==> config.mk <==
export PLATFORM = sky130hd
export DESIGN_NAME = fetch_unit
export DESIGN_NICKNAME = d
export VERILOG_FILES = /design/src/rtl/tinychip_pkg.sv /design/src/rtl/jump_lut.sv /design/src/rtl/fetch_unit.sv
export SDC_FILE = /design/constraint.sdc
export NUM_CORES = 1
export LEC_CHECK = 0
export ABC_CLOCK_PERIOD_IN_PS = 1600
export CORE_MARGIN = 2
export CORE_UTILIZATION = 48
export CTS_BUF_LIST = sky130_fd_sc_hd__clkbuf_8
export DETAILED_ROUTE_END_ITERATION = 12
export DONT_BUFFER_PORTS = 1
export GPL_TIMING_DRIVEN = 0
export PLACE_DENSITY = 0.68
export SLEW_MARGIN = 20
export SYNTH_ARGS = -nofsm -noshare
export SYNTH_HDL_FRONTEND = slang
export SYNTH_HIERARCHICAL = 1
export SYNTH_SLANG_ARGS = --single-unit
export TNS_END_PERCENT = 5
==> constraint.sdc <==
create_clock -name clk -period 1.6 [get_ports clk]
set_input_delay 0.48 -clock clk [delete_from_list [all_inputs] [get_ports clk]]
set_output_delay 0.48 -clock clk [all_outputs]
set_load 0.005 [all_outputs]
==> src/rtl/tinychip_pkg.sv <==
// Shared TinyChip types and widths for the fetch stage and its jump-target LUT.
package tinychip_pkg;
  localparam int PC_W      = 8;
  localparam int INSTR_W   = 9;
  localparam int LUT_DEPTH = 16;
  localparam int LUT_IDX_W = $clog2(LUT_DEPTH);

  typedef logic [PC_W-1:0]    pc_t;
  typedef logic [INSTR_W-1:0] instr_t;

  typedef enum logic {
    RUN  = 1'b0,
    HALT = 1'b1
  } fetch_state_e;
endpackage

==> src/rtl/jump_lut.sv <==
// Jump-target register file: one posedge write port, one asynchronous read port.
// A read of the entry being written in the same cycle returns the old value.
module jump_lut
  import tinychip_pkg::*;
(
  input  logic                 clk,
  input  logic                 reset,
  input  logic                 we,
  input  logic [LUT_IDX_W-1:0] widx,
  input  pc_t                  wdata,
  input  logic [LUT_IDX_W-1:0] ridx,
  output pc_t                  rdata
);
  pc_t mem [LUT_DEPTH];

  always_ff @(posedge clk or posedge reset) begin
    if (reset) begin
      for (int i = 0; i < LUT_DEPTH; i++) mem[i] <= '0;
    end else if (we) begin
      mem[widx] <= wdata;
    end
  end

  assign rdata = mem[ridx];
endmodule

==> src/rtl/fetch_unit.sv <==
// TinyChip program counter and IF/ID register with jump/branch redirect, stall and halt.
// Optional feature macro FETCH_JUMP_LUT_EN: jumps index a programmable target LUT.
module fetch_unit
  import tinychip_pkg::*;
(
  input  logic                 clk,
  input  logic                 reset,
  output pc_t                  addr,
  input  instr_t               instr_in,
  input  logic                 imem_done,
  input  logic                 stall,
  input  logic                 branch_taken,
  input  pc_t                  branch_off,
  input  logic                 jump,
  input  pc_t                  jump_target,
`ifdef FETCH_JUMP_LUT_EN
  input  logic                 lut_we,
  input  logic [LUT_IDX_W-1:0] lut_idx,
  input  pc_t                  lut_data,
`endif
  output instr_t               ir_out,
  output pc_t                  ir_pc,
  output logic                 ir_valid,
  output logic                 halted,
  output fetch_state_e         state_dbg
);
  // Handshake: ir_valid is the valid; stall is the inverse of downstream ready.
  // While stall is high with no redirect, the IR and pc hold, so a valid word is
  // never lost or duplicated; redirects and halt take effect regardless of stall.
  fetch_state_e state_q, state_d;
  pc_t          pc_q, pc_d, jump_pc;
  instr_t       ir_d;
  pc_t          ir_pc_d;
  logic         valid_d, halted_d, fetched_q, fetched_d;

`ifdef FETCH_JUMP_LUT_EN
  jump_lut u_jump_lut (
    .clk   (clk),
    .reset (reset),
    .we    (lut_we),
    .widx  (lut_idx),
    .wdata (lut_data),
    .ridx  (jump_target[LUT_IDX_W-1:0]),
    .rdata (jump_pc)
  );
`else
  assign jump_pc = jump_target;
`endif

  always_ff @(posedge clk or posedge reset) begin
    if (reset) begin
      state_q   <= RUN;
      pc_q      <= '0;
      ir_out    <= '0;
      ir_pc     <= '0;
      ir_valid  <= 1'b0;
      halted    <= 1'b0;
      fetched_q <= 1'b0;
    end else begin
      state_q   <= state_d;
      pc_q      <= pc_d;
      ir_out    <= ir_d;
      ir_pc     <= ir_pc_d;
      ir_valid  <= valid_d;
      halted    <= halted_d;
      fetched_q <= fetched_d;
    end
  end

  always_comb begin
    state_d   = state_q;
    pc_d      = pc_q;
    ir_d      = ir_out;
    ir_pc_d   = ir_pc;
    valid_d   = ir_valid;
    halted_d  = halted;
    fetched_d = fetched_q;
    unique case (state_q)
      RUN: begin
        // imem_done refers to the previous cycle's address; without a real
        // fetch behind it (after reset or a redirect) the flag is meaningless.
        if (fetched_q && imem_done) begin
          state_d  = HALT;
          halted_d = 1'b1;
          valid_d  = 1'b0;
        end else if (jump) begin
          pc_d      = jump_pc;
          valid_d   = 1'b0;
          fetched_d = 1'b0;
        end else if (branch_taken) begin
          pc_d      = ir_pc + branch_off;
          valid_d   = 1'b0;
          fetched_d = 1'b0;
        end else if (!stall) begin
          ir_d      = instr_in;
          ir_pc_d   = pc_q;
          valid_d   = 1'b1;
          pc_d      = pc_q + pc_t'(1);
          fetched_d = 1'b1;
        end
      end
      HALT: begin
        valid_d = 1'b0;
      end
      default: begin
        state_d = RUN;
      end
    endcase
  end

  assign addr      = pc_q;
  assign state_dbg = state_q;
endmodule
==> results of run 1 <==
-- final cells by class --
cell class                 instances  area (sq um)
timing repair buffer               3         26.28
inverter                           8         30.03
tap                               46         57.56
clock inverter                     3         17.52
multi-input combinational        125          1022
clock buffer                       5         68.82
buffer                             5         32.53
sequential                        29         728.2
fill                             292          1406
-- through the flow --
step	TNS, ns	setup slack, ns	hold slack (ns)	utilization	std cells
global placement	-5.010	-0.3582	0.4968	0.5290	214
detailed placement	-6.249	-0.4163	0.4920	0.5290	214
CTS	-0.9169	-0.1752	0.2781	0.5803	224
finish	-0.8792	-0.1819	0.1469	0.5851	224
global route	-1.617	-0.2937	0.1988	0.5851	224
floorplan	-1.923	-0.2079	0.4678	-	168
-- layout by cell type (no fill, tap or decap), types with 4 or more instances in the layout --
| cell | count |
|---|---|
| a21oi_1 | 15 |
| and3_1 | 5 |
| clkbuf_8 | 5 |
| dfrtp_1 | 27 |
| ha_1 | 4 |
| inv_1 | 5 |
| mux2_1 | 16 |
| nand2_1 | 11 |
| nand3_1 | 7 |
| nor2_1 | 6 |
| o21ai_0 | 8 |
| o21ai_1 | 4 |
| xnor2_1 | 6 |
-- metal layers --
layer,vias to the layer above,share of wire,GRT usage
li1,626,-,-
met1,607,0.44,0.2566
met2,38,0.48,0.3224
met3,7,0.068,0.07394
met4,0,0.018,0.08696
met5,-,0,0
-- state kept, by name (all words and copies together), names as in the netlist --
signal     cells
state_dbg      1
addr           8
halted         1
fetched_q      1
ir_out         9
ir_pc          8
ir_valid       1
-- what timing repair did --
item                                   CTS  global route
setup buffers                            3             0
setup endpoints to repair               24            23
endpoints found under the hold margin    0             0
gates resized for setup                 12             5
pin swaps                                7             2
cloned                                   0             0
-- cells by family (layout without fill, tap and decap cells) --
logic type | Yosys count | after routing | share of synthesized area
DFF | 29 | 29 | 0.4234
AOI/OAI and AO/OA | 46 | 46 | 0.1766
buffers and inverters | 14 | 24 | 0.03431
muxes | 19 | 19 | 0.1234
and+or+nand+nor | 44 | 44 | 0.1365
adders and majority gates | 9 | 9 | 0.07008
xor gates and xnor gates | 7 | 7 | 0.03577
-- where the power goes --
| group | internal, mW | total (mW) | switching [mW] |
|---|---|---|---|
| registers | 1.07 | 1.49 | 0.414 |
| logic | 0.765 | 1.46 | 0.694 |
| clock network | 0.299 | 0.575 | 0.276 |
| total | 2.14 | 3.52 | 1.38 |
-- worst reg2reg max path, delay by kind of cell (launching register included) --
family	cells	cell delay [ns]
and+or+nand+nor	1	0.16
adders and majority gates	2	0.52
buffers and inverters	1	0.04
AOI/OAI and AO/OA	2	0.28
DFF	1	0.42
muxes	1	0.26
-- path summary, 6_finish.rpt --
path                          start  slack, ns        end  cells past startpoint
max                        ir_pc[0]      -0.18    addr[4]                      7
min                           reset       0.15  ir_out[8]                      1
max reg2reg                ir_pc[0]      -0.18    addr[4]                      7
min reg2reg                  halted       0.51     halted                      1
max in group asynchronous     reset       1.02  state_dbg                      1
min in group clk              stall       0.29   ir_valid                      1
==> impl_results.md, run 1 <==
* Status: finished, violations left
* Violated checks: negative setup slack
* Wire length per cell at between 15 and 20 um
* MaxCap Viol Count at 0
* Register area share after synthesis at 0.4234
* Crit path max-delay cell type: dfrtp_2
* Final instance area at 0.001983 sq mm
* Tot Pwr at 3.519 mW
* Fin. Hold Viols at 0
* DRT Wirelength at 3.812 mm
* Largest net degree at the start of global routing at 30
* Vias at 1278
* Mean Syn Cell Area at 10.20 sq um
* Diode count at 0
* All-Layer GR Usage at 0.2055
* Prevailing post-synth register cell: dfrtp_1
* Post-Syn Instances at 168
* Max-slew violations at 0
* I/O pin total at 59
* Antenna violations before repair at 0
* Slew at the pin closest to its max-slew limit at 0.6061 ns
* Setup Viol. Count Final at 7
* Top cell type by total area after synthesis: dfrtp_1
* Critical Path RT at 1.77 ns
* H-tree lvl count at 2
* Die Ht at 63.76 um
* Root buffer cell: clkbuf_8
* First-pass GRT wire length at 6.444 mm
* Fraction of layout cells with a size suffix above 1 at 0.2079
* Post-synth top cells: 29 x dfrtp_1, 16 x mux2_1, 15 x a21oi_1, 12 x nand2_1
* Worst-path clk slew at 0.06 ns
* Synth top area cells: dfrtp_1 42%, mux2_1 11%, ha_1 5.8%
* FMAX at 561.2 MHz
* CP Class: reg -> reg
* CP arrival at 1.95 ns
* Core Region at between 0.003 and 0.004 sq mm
* Iteration-0 DRC Markers at 41
* RSZ-0062 raised after global routing: yes
* EDFF count, synth at 0
* Syn nets at 208
* Leakage power at 0.8301 nW
* CP Launch Type: register
* Clk_lat worst skew at about 0.28 ns
* Final nets at 217
* Pwr dens at approximately 1800 mW/mm^2
* Post-DP HPWL at 2.890 mm
* Crit Path Max Fanout at 3
* TritonCTS buffer count at 5
* Antenna Violating Nets Remaining at 0
* Row count at 21
* Vias per cell at approximately 5.7
* Seq cells post-synth at 29
* Drt pass-1 iters at 4
* Top-count cell post-synth: dfrtp_1
* Fin crit period at between 1.5 and 2 ns
* Total die area at slightly above 0.004 sq mm
* Crit. End Element: register
* Maximum VDD drop at 888.9 uV
* FFs w/ async S/R, synth at 1.000
* Slew headroom at 0.5954
* DIE WIDTH at between 60 and 70 um
* Clk sinks at 29
* Max incr delay on CP at about 0.42 ns
* Initial Utilization at 0.5057
* Routability cong. at 0.8260
* CP Buf/Inv Count at 1
* Crit path max-delay family: adder cells
* Mapped cell area at between 0.0015 and 0.002 sq mm
* Hold crit path type: in -> async
* Hold buffer count at cts at 0
* Synth top area share at 0.4234
* Period utilisation layout at 1.114
* Drc violations at 0
* Cell variety after synth at 42
* Buffers on Ports at 0
* Ys Warns at 6
* Layout area overhead at 15.69%
* Vias in the first global route at approximately 1400
* Fin worst setup slack at -0.1819 ns
* Clk buf depth at 2
* Total grt overflow at 0
* Area after DPL at 0.001793 sq mm
* CTS tree: yes
* Clock Skew at 0.004542 ns
* Crit-path cells: ha_4 > inv_2 > fa_2 > nor2b_4 > o31ai_4 > mux2_4 > a31o_1
No activity file was read; power rests on OpenSTA's default activity.
==> run 2, diff against run 1 <==
- CORE_MARGIN: 2 -> 3
==> run 2 against run 1 <==
Net effect:
- the flow still finishes with violations (negative setup slack)
- fmax fell by 0.62%
- flip-flop and latch count did not move
- hold slack improved by 0.0016 ns
- via count rose by 3.2%
- clock power rose by 14%
- core utilization fell by 0.33 points
- die area rose by 6.4%
- critical path depth fell by 2
- critical endpoint is now addr[7]
- largest cell class unchanged
- largest power group unchanged
==> impl_results.md, run 2 (synthesized netlist as in run 1, its figures left out) <==
* Status: finished, violations left
* Violated checks: negative setup slack
* Maximum VDD drop at 765.3 uV (-14%)
* Vias in the first global route at 1370 (+0.29%)
* First-pass GRT wire length at 6.334 mm (-1.7%)
* Fraction of layout cells with a size suffix above 1 at 0.1955 (-0.01233)
* CP Launch Type: register
* Crit path max-delay family: simple AND/OR/NAND/NOR gates
* Vias at 1319 (+3.2%)
* Max incr delay on CP at 0.51 ns (+0.09 ns)
* Max-slew violations at 0 (unchanged)
* Worst-path clk slew at 0.07 ns (about the same)
* Layout area overhead at 15.04%
* Drt pass-1 iters at 4 (unchanged)
* CP arrival at 1.98 ns (+0.03 ns)
* H-tree lvl count at 2 (unchanged)
* Cells on worst reg2reg path at 5 (-2)
* Vias per cell at 5.862 (+2.7%)
* DRT Wirelength at 3.952 mm (+3.7%)
* Pwr dens at 1798 mW/mm^2 (+1.3%)
* R2R Setup Slk at -0.19 ns (about the same)
* Iteration-0 DRC Markers at 66 (+61%)
* Fin. Hold Viols at 0 (unchanged)
* Critical Path Start: ir_pc[3]
* Wire length per cell at 17.56 um (+3.2%)
* Fin crit period at 1.793 ns (+0.01118 ns)
* CTS tree: yes
* Clock Skew at 0.008950 ns (+0.004409 ns)
* Total die area at 0.004324 sq mm (+6.4%)
* Root buffer cell: clkbuf_8
* Clk_lat worst skew at 0.28 ns (about the same)
* RSZ-0062 raised after global routing: yes
* Placed cells at 214 (unchanged)
* CP Class: reg -> reg
* Largest net degree at the start of global routing at 30 (unchanged)
* Commonest cells after routing, fill and taps aside: 28 x dfrtp_1, 16 x mux2_1, 15 x a21oi_1
* Clk sinks at 29 (unchanged)
* Worst R2R Start: ir_pc[3]
* Row count at 21 (unchanged)
* Total grt overflow at 0 (unchanged)
* TritonCTS buffer count at 5 (unchanged)
* Crit-path cells: ha_4 > or4_4 > o22ai_2 > xnor2_1 > a221oi_2
* FMAX at 557.7 MHz (-0.62%)
* Routability cong. at 0.7508 (-9.1%)
* Slew headroom at 0.5933 (-0.002064)
* Antenna violations before repair at 0 (unchanged)
* Largest register FFs at 9 (unchanged)
* Fin worst setup slack at -0.1930 ns (-0.01118 ns)
* Buffers on Ports at 0 (unchanged)
* I/O pin total at 59 (unchanged)
* R2r endpoint: addr[7]
* Drc violations at 0 (unchanged)
* Crit Path Max Fanout at 6 (+3)
* Antenna Violating Nets Remaining at 0 (unchanged)
* Die Ht at 65.76 um (+3.1%)
* Setup Viol. Count Final at 7 (unchanged)
* Finished Layout Cells at 225 (+0.45%)
* CP Buf/Inv Count at 0 (-1)
* Diode count at 0 (unchanged)
* Crit path max-delay cell type: or4_4
* Crit. End Element: register
* Commonest non-fill, non-tap cell in the layout: dfrtp_1
* Top reg by flops: ir_out
* Slew at the pin closest to its max-slew limit at 0.6091 ns (+0.003091 ns)
* Period utilisation layout at 1.121 (+0.006989)
* Final nets at 218 (+0.46%)
* All-Layer GR Usage at 0.1970 (-0.008516)
* Leakage power at 0.8391 nW (+1.1%)
* Clk buf depth at 2 (unchanged)
* Initial Utilization at 0.5057 (unchanged)
* Worst setup path end: addr[7]
* Critical Path RT at 1.78 ns (about the same)
* Post-DP HPWL at 2.943 mm (+1.8%)
* Core Region at 0.003390 sq mm (unchanged)
* Critical path depth at 5 (-2)
* Hold crit path type: in -> async
* MaxCap Viol Count at 0 (unchanged)
* DIE WIDTH at 65.76 um (+3.1%)
* Setup TNS at -0.9342 ns (-0.05497 ns)
[run 2: layout make-up]
cell class,count,area (sq um)
plain buffers,5,28.78
clock buffers,7,96.34
clock inverters,1,5.005
fillers,317,1418
inverters,8,30.03
multi-input cells,125,993.5
flip-flops and latches,29,726.9
well taps,46,57.56
repair buffers,4,33.78
[run 2: metal layers]
| layer | routed length (um) | up-vias | track usage |
|---|---|---|---|
| met5 | 0 | - | 0 |
| met4 | 61 | 0 | 0.07513 |
| met3 | 359 | 6 | 0.07692 |
| met2 | 1956 | 50 | 0.3254 |
| met1 | 1574 | 637 | 0.2284 |
| li1 | - | 626 | - |
[run 2: stage by stage]
step / hold slack, ns / worst slack, ns / utilization / power [mW] / area [sq um]
floorplan: 0.4678 / -0.2079 / - / 2.440 / 1735
global placement: 0.4982 / -0.3607 / 0.5290 / 2.701 / 1793
detailed placement: 0.4935 / -0.3884 / 0.5290 / 2.769 / 1793
CTS: 0.2803 / -0.2245 / 0.5781 / 3.558 / 1959
global route: 0.1893 / -0.2703 / 0.5818 / 3.832 / 1972
finish: 0.1485 / -0.1930 / 0.5818 / 3.546 / 1972
[run 2: worst min-delay path by stage]
stage,start,endpoint,depth (start not counted)
detailed placement,halted,halted,1
global placement,halted,halted,1
global route,reset,ir_out[5],1
finish,reset,addr[1],1
CTS,stall,ir_valid,1
floorplan,halted,halted,1
[run 2: report_power, final]
group | internal, mW | switching (mW) | total (mW)
combinational | 0.732 | 0.683 | 1.41
sequential | 1.07 | 0.405 | 1.48
clock | 0.388 | 0.268 | 0.655
total | 2.19 | 1.36 | 3.55
[run 2: repair_timing]
item / CTS / global route
setup endpoints to repair: 20 / 23
gates resized for setup: 7 / 5
buffers inserted: 4 / 0
pin swaps: 6 / 0
hold buffers: 0 / 0
[run 2: worst reg2reg max path: cells and delay by family (launching register included)]
| family | cells | cell delay [ns] |
|---|---|---|
| compound gates | 2 | 0.41 |
| simple gates | 1 | 0.51 |
| xor+xnor | 1 | 0.13 |
| flops | 1 | 0.44 |
| fa+ha+maj | 1 | 0.21 |
==> run 3, diff against run 2 <==
- CTS_CLUSTER_SIZE: default -> 24
- PLACE_DENSITY: 0.68 -> default
- PLACE_DENSITY_LB_ADDON: default -> 0.05
==> run 3 against run 2 <==
Net effect:
- the run still ends with negative setup slack left
- final area rose by 0.57%
- global-route usage rose by 0.57 points
- cell count rose by 0.44%
- hold slack improved by 0.0012 ns
- combinational power rose by 3%
- non-clock buffer count rose by 1
- flip-flop and latch count did not move
- register-to-register slack barely moved
- fmax barely moved
- via count rose by 1.1%
- routed wire length fell by 0.53%
==> impl_results.md, run 3 (synthesized netlist as in run 1, its figures left out) <==
* Largest register FFs at 9 (unchanged)
* Slew headroom at 0.6039 (+0.01054)
* Max-slew violations at 0 (unchanged)
* Fin crit period at 1.793 ns (+0.0003960 ns)
* Switching share of power at 0.3811 (-0.001401)
* Multi-input gate area at 0.001012 sq mm (+1.9%)
* Clock Skew at 0.006272 ns (-0.002678 ns)
* Leakage power at 0.8497 nW (+1.3%)
* I/O pin total at 59 (unchanged)
* Row count at 21 (unchanged)
* Clk sinks at 29 (unchanged)
* RSZ-0062 raised after global routing: yes
* Crit Path Max Fanout at 3 (-3)
* Hold crit path type: in -> async
* Final nets at 219 (+0.46%)
* Max incr delay on CP at 0.41 ns (-0.10 ns)
* TritonCTS buffer count at 5 (unchanged)
* Maximum VDD drop at 923.8 uV (+21%)
* All-Layer GR Usage at 0.2027 (+0.005735)
* Crit path max-delay family: adder cells
* Initial Utilization at 0.5057 (unchanged)
* Fraction of layout cells with a size suffix above 1 at 0.2179 (+0.02235)
* Pwr dens at 1770 mW/mm^2 (-1.6%)
* Clk buf depth at 2 (unchanged)
* Clock network power share at 0.166 (-0.019)
* Status: finished, violations left
* Fin. Hold Viols at 0 (unchanged)
* Period utilisation layout at 1.121 (about the same)
* Vias per cell at 5.898 (+0.61%)
* Slew at the pin closest to its max-slew limit at 0.5934 ns (-0.01579 ns)
* Commonest non-fill, non-tap cell in the layout: dfrtp_1
* Core Region at 0.003390 sq mm (unchanged)
* CTS tree: yes
* Total die area at 0.004324 sq mm (unchanged)
* Routability cong. at 0.8338 (+11%)
* Drt pass-1 iters at 4 (unchanged)
* DRT Wirelength at 3.931 mm (-0.53%)
* H-tree lvl count at 2 (unchanged)
* Sequential fraction of design power at 0.421 (+0.005)
* Worst R2R Start: ir_pc[0]
* R2r endpoint: addr[6]
* Root buffer cell: clkbuf_8
* Violated checks: negative setup slack
* Wire length per cell at 17.39 um (-0.97%)
* CP Class: reg -> reg
* Post-DP HPWL at 2.986 mm (+1.5%)
* Commonest cells after routing, fill and taps aside: 28 x dfrtp_1, 15 x a21oi_1, 11 x mux2_1, 11 x nand2_1, 8 x o21ai_0
* Util after Layout at 0.5851 (+0.003323)
* Vias at 1333 (+1.1%)
* Int Power at 2.173 mW (-0.77%)
* Crit path max-delay cell type: dfrtp_2
* Total grt overflow at 0 (unchanged)
* Antenna Violating Nets Remaining at 0 (unchanged)
* DIE WIDTH at 65.76 um (unchanged)
* Reg area at 726.9 sq um (unchanged)
* Die Ht at 65.76 um (unchanged)
* Top reg by flops: ir_out
* Largest net degree at the start of global routing at 30 (unchanged)
* Comb power frac at 0.413 (+0.014)
* CP Launch Type: register
* Cells on worst reg2reg path at 8 (+3)
* Critical Path RT at 1.80 ns (+0.02 ns)
* Crit. End Element: register
* R2R Setup Slk at -0.19 ns (about the same)
* Worst-path clk slew at 0.06 ns (about the same)
* Pre-CTS setup slack at -0.4283 ns (-0.03994 ns)
* MaxCap Viol Count at 0 (unchanged)
* Fin worst setup slack at -0.1934 ns (-0.0003960 ns)
* Crit-path cells: ha_4 > inv_2 > fa_2 > nor2b_4 > o31ai_4 > mux2i_1 > o31a_1 > o21ai_1
* Vias in the first global route at 1385 (+1.1%)
* Iteration-0 DRC Markers at 33 (-50%)
* Clk_lat worst skew at 0.28 ns (about the same)
* Setup Viol. Count Final at 7 (unchanged)
* FMAX at 557.6 MHz (about the same)
* Antenna violations before repair at 1 (+1)
* Drc violations at 0 (unchanged)
* Fillers at 308 (-2.8%)
* Buffers on Ports at 0 (unchanged)
* CP arrival at 1.99 ns (about the same)
* Layout area overhead at 15.69%
* First-pass GRT wire length at 6.479 mm (+2.3%)
* Switch Pwr at 1.338 mW (-1.4%)
* CP Buf/Inv Count at 1 (+1)
-- run 3: changes by cell type in the layout (fill, tap and decap cells not counted), sizes merged --
cell / change
clkinv: -1
diode: +1
inv: +1
-- run 3: power by group through the flow --
stage | Sequential (mW) | Clock [mW] | Combinational, mW
after floorplan | 1.36 | 0 | 1.08
after global placement | 1.48 | 0 | 1.24
after detailed placement | 1.48 | 0 | 1.30
after CTS | 1.48 | 0.602 | 1.38
after global routing | 1.54 | 0.640 | 1.65
final | 1.48 | 0.584 | 1.45
-- run 3: layer usage --
metal / track usage / routed length [um] / share of wire
met5: 0 / 0 / 0
met4: 0.07772 / 62 / 0.016
met3: 0.07350 / 254 / 0.065
met2: 0.3404 / 2013 / 0.51
met1: 0.2338 / 1601 / 0.41
-- run 3: repair_timing --
| item | CTS | global route |
|---|---|---|
| endpoints found under the hold margin | 0 | 0 |
| pin swaps | 5 | 2 |
| buffers inserted | 4 | 0 |
| resized for setup | 7 | 11 |
| setup endpoints to repair | 24 | 21 |
| hold buffers | 0 | 0 |
-- run 3: worst max path at each step --
stage / to / cells after the start / slack (ns) / from
finish: addr[6] / 8 / -0.19 / ir_pc[0]
global route: addr[6] / 8 / -0.29 / ir_pc[0]
CTS: addr[6] / 8 / -0.25 / ir_pc[0]
detailed placement: ir_pc[4] / 6 / -0.43 / branch_taken
global placement: ir_out[0] / 6 / -0.39 / branch_taken
floorplan: addr[4] / 7 / -0.21 / branch_off[0]
-- run 3: per-stage QoR --
step	total power [mW]	hold slack [ns]	TNS, ns	cell area [sq um]	instances
after floorplan	2.440	0.4678	-1.923	1735	168
after global placement	2.716	0.4995	-5.430	1793	214
after detailed placement	2.782	0.4921	-6.290	1793	214
after CTS	3.462	0.2782	-1.308	1941	225
after global routing	3.825	0.1771	-2.362	1983	226
final	3.510	0.1497	-0.9206	1983	226
-- run 3: cell type report --
| cell class | instances | area share |
|---|---|---|
| tap | 46 | 0.02902 |
| antenna | 1 | 0.001262 |
| clock inverter | 1 | 0.001893 |
| clock buffer | 6 | 0.04164 |
| sequential | 29 | 0.3666 |
| timing repair buffer | 4 | 0.01703 |
| buffer | 6 | 0.01703 |
| inverter | 8 | 0.01514 |
| multi-input combinational | 125 | 0.5104 |
